**config.mk**
```make
export PLATFORM = sky130hd
export DESIGN_NAME = data_mem_arbiter
export DESIGN_NICKNAME = d
export VERILOG_FILES = /design/src/rtl/data_mem_arbiter.sv
export SDC_FILE = /design/constraint.sdc
export NUM_CORES = 1
export LEC_CHECK = 0
export BUFFER_PORTS_ARGS = -buffer_cell sky130_fd_sc_hd__buf_2
export CORE_AREA = 3 3 66 68
export DETAILED_ROUTE_END_ITERATION = 8
export DIE_AREA = 0 0 69 71
export GPL_ROUTABILITY_DRIVEN = 0
export PLACE_DENSITY_LB_ADDON = 0.25
export SLEW_MARGIN = 25
export SYNTH_ARGS = -nofsm -noshare
export SYNTH_HDL_FRONTEND = slang
export SYNTH_SLANG_ARGS = --single-unit
```
**constraint.sdc**
```tcl
create_clock -name clk -period 2.7 [get_ports clk]
set_input_delay 0.54 -clock clk [delete_from_list [all_inputs] [get_ports clk]]
set_output_delay 0.54 -clock clk [all_outputs]
set_load 0.01 [all_outputs]
```
**src/rtl/data_mem_arbiter.sv**
```systemverilog
// Round-robin arbiter for a single-port data memory shared by two requesters.
// gnt one cycle after req is sampled, read data/rvalid one cycle later; req must be held until gnt.
module data_mem_arbiter #(
  parameter int AW = 8,
  parameter int DW = 8
) (
  input  logic          clk,
  input  logic          rst,
  input  logic          req0,
  input  logic          we0,
  input  logic [AW-1:0] addr0,
  input  logic [DW-1:0] wdata0,
  input  logic          req1,
  input  logic          we1,
  input  logic [AW-1:0] addr1,
  input  logic [DW-1:0] wdata1,
  output logic          gnt0,
  output logic          gnt1,
  output logic          rvalid0,
  output logic          rvalid1,
  output logic [DW-1:0] rdata,
  output logic          busy,
  output logic [AW-1:0] mem_address,
  output logic [DW-1:0] mem_write_data,
  output logic          mem_wren,
  input  logic [DW-1:0] mem_read_data
);

  typedef enum logic {IDLE, ACC} state_t;

  state_t state, state_nxt;
  logic   grant_vld;
  logic   win_sel;
  logic   last_winner;
  logic   cmd_we;
  logic   cmd_port;

  always_ff @(posedge clk) begin
    if (rst) state <= IDLE;
    else     state <= state_nxt;
  end

  always_comb begin
    state_nxt = state;
    grant_vld = 1'b0;
    // On a tie the port that did not win last time goes first.
    if (req0 && req1) win_sel = ~last_winner;
    else              win_sel = req1;
    case (state)
      IDLE: begin
        if (req0 || req1) begin
          state_nxt = ACC;
          grant_vld = 1'b1;
        end
      end
      ACC:     state_nxt = IDLE;
      default: state_nxt = IDLE;
    endcase
  end

  always_ff @(posedge clk) begin
    if (rst) begin
      gnt0           <= 1'b0;
      gnt1           <= 1'b0;
      rvalid0        <= 1'b0;
      rvalid1        <= 1'b0;
      rdata          <= '0;
      mem_address    <= '0;
      mem_write_data <= '0;
      last_winner    <= 1'b1;
      cmd_we         <= 1'b0;
      cmd_port       <= 1'b0;
    end else begin
      gnt0    <= 1'b0;
      gnt1    <= 1'b0;
      rvalid0 <= 1'b0;
      rvalid1 <= 1'b0;
      if (grant_vld) begin
        last_winner    <= win_sel;
        cmd_port       <= win_sel;
        cmd_we         <= win_sel ? we1 : we0;
        mem_address    <= win_sel ? addr1 : addr0;
        mem_write_data <= win_sel ? wdata1 : wdata0;
        gnt0           <= ~win_sel;
        gnt1           <= win_sel;
      end
      if (state == ACC && !cmd_we) begin
        rdata   <= mem_read_data;
        rvalid0 <= ~cmd_port;
        rvalid1 <= cmd_port;
      end
    end
  end

  assign busy = (state == ACC);
  // rst gates the strobe directly so a reset landing mid-access drops the write.
  assign mem_wren = (state == ACC) ? ~(cmd_we & ~rst) : 1'b1;

endmodule

```
==> reports/metrics.yaml <==
synthesis:
  ys_seq_area_share_pct: 47.5
  synth_cells: 154
  synth_top_area_share_pct: 47.5
  synth_area_leaders: "dfxtp_1 (47%), a211oi_2 (9.3%), a21oi_1 (9.3%)"
  synthSimpleGateAreaFrac_pct: 18.6
  yosysWarnings: 0
  syn_area_mm2: 0.00135
  synth_flop_cell: "dfxtp_1"
  synth-edff-count: 0
  synth_fa_ha_area_share_pct: 0
  synthArstFlopShare_pct: 0
  avgSynthCellArea_um2: 8.77
  netlist_top_cells_count: "nand2_1 (33), dfxtp_1 (32), a21oi_1 (25), nor2_1 (19), a211oi_2 (10)"
  synth_most_common_cell: "nand2_1"
  synth.area.mux_share_pct: 0
  yosys.area.top_type: "dfxtp_1"
  synth-seq-cells: 32
  syn_nets: 200
  yosysUniqueCellTypes: 21
  synth_top_family_by_area: "compound AO/OA/AOI/OAI gates"
  synth_compound_area_share_pct: 27.2
  synth-xor-area-share_pct: 0
final_layout:
  n_antenna_cell: 0
  stdcell_count: 276
  syn2layout_area_growth_pct: 33.6
  drive_gt1_share_pct: 42.9
  nFillCells: 445
  finalInstanceArea_mm2: 0.00180
  fin_nets: 271
worst_setup_path:
  start_kind: "flip-flop"
  worstSetupPathType: "flip-flop to output pin"
  crit_required_ps: 2160
  critPathCaptureType: "output pin"
  arrival_ps: 1060
  crit_fanout: 10
clock_tree:
  root_buffer: "clkbuf_8"
  htree_levels: 2
  cts-resized-gates: 0
  cts_hold_buf: 0
  postCtsSetupBuffers: 0
  numCtsBuffers: 5
  clk_latency_ps: 290
  clk_pin_slew_ps: 70
  cts_tree: "yes"
  clkSinkCount: 32
  clock_path_buffers: 2
detailed_routing:
  wl_per_cell_um: 12.9
  viasPerCell: 4.77
  detail-route-antenna-nets: 0
  wl_um: 3560
  drc_errors: 0
  drtPass1Iterations: 4
  num_vias: 1316
  drtIter0Drc: 74
pwr:
  leakage_nw: 0.866
  p_sw_mw: 0.320
  pwr-share-clk_pct: 33.5
  combPwrFrac_pct: 19.3
  power_density_mw_per_mm2: 627
  irDropWorstVdd_uv: 270
  power_mw: 1.13
  intPower_mw: 0.811
  seqPwrFrac_pct: 47.1
  switching_share_pct: 28.3
global_routing:
  top_usage_layer: "met2"
  grt_pass1_vias: 1326
  overflow: 0
  grt_util_all_layers_pct: 14.9
  use_met3_pct: 6.68
  grt_pass1_wl_um: 5810
  grt_use_met2_pct: 24.2
  grt_max_degree: 33
  antenna_found_initial: 0
  grt_util_met1_pct: 17.3
run_status:
  outcome: "completed"
floorplan:
  die_h_um: 71
  fp.dieW_um: 69
  initial_core_util_pct: 34.5
  fp-row-count: 23
  core_area_mm2: 0.00391
  pin_count: 76
  die_area_mm2: 0.00490
placed_design:
  place_inst: 268
  place_area_mm2: 0.00171
  portBuffers: 75
  hpwl_um: 2500
min_path:
  worst_hold_path_type: "flip-flop to flip-flop"
sta:
  setup-violations-final: 0
  fin_skew_ps: 3.42
  slew_headroom_pct: 59.1
  maxSlewViolCount: 0
  worst_pin_slew_ps: 613
  hold_viol: 0
  fmax_mhz: 624
  rsz0062_at_grt: "no"
  tns_ps: 0
  finalCriticalPeriod_ps: 1600
  post-route-period-util_pct: 59.3
run:
  drv_cap: 0
[layout by cell type (no fill, tap or decap), types with 2 or more instances in the layout]
master / count
buf_4: 2
nor2_1: 19
dfxtp_1: 32
a211oi_1: 7
a21oi_1: 25
a211oi_2: 10
clkbuf_8: 6
nand2_1: 33
nor3_1: 3
buf_2: 75
nor3b_1: 2
nand2b_1: 2
clkinv_2: 2
[state kept, by name, summed over array words and instances, names as in the netlist]
register and flops:
mem_address 8, mem_write_data 8, rdata 8, busy 1
cmd_port 1, cmd_we 1, gnt0 1, gnt1 1
last_winner 1, rvalid0 1, rvalid1 1
[per-layer routing]
layer  part of all wire [%]  vias to the layer above
met1                     43                      600
met4                    1.4                        0
met2                     48                       47
met3                    8.3                        4
li1                       -                      665
met5                      0                        -
[power groups by stage]
stage               registers [mW]  logic [mW]  clock network [mW]
CTS                          0.534       0.223               0.394
global route                 0.538       0.243               0.412
detailed placement           0.544       0.222                   0
finish                       0.533       0.219               0.379
floorplan                    0.560       0.127                   0
global placement             0.544       0.222                   0
[kinds of logic after synthesis]
logic type | after synthesis
compound gates | 48
flops | 32
simple gates | 61
buf+inv | 13
[critical path, stage by stage, from the launching register on]
cell and delay [ps]:
dfxtp_1 500, nand3b_1 120, buf_2 160
[stage by stage]
stage	hold WS [ps]	worst slack, ps	utilization (%)
3_3_place_gp	443	1030	43.7
6_report	454	1100	46.1
3_5_place_dp	445	1030	43.7
2_1_floorplan	417	945	-
4_1_cts	455	1090	46.1
5_1_grt	479	1030	46.1
[final cells by class]
type                            count  area, um^2  area share (%)
Sequential cell                    32         641            35.5
Multi-Input combinational cell    109         618            34.3
Timing Repair Buffer               77         390            21.6
Clock buffer                        6        82.6            4.58
Tap cell                           50        62.6            3.47
Clock inverter                      2        10.0           0.555
[final timing paths]
check / startpoint / end / slack, ps / depth (start not counted)
max: busy / mem_wren / 1100 / 2
min: rdata[1] / rdata[1] / 450 / 2
min reg2reg: rdata[1] / rdata[1] / 450 / 2
max reg2reg: last_winner / mem_address[7] / 1340 / 3
Power figures use the tool's default switching activity.
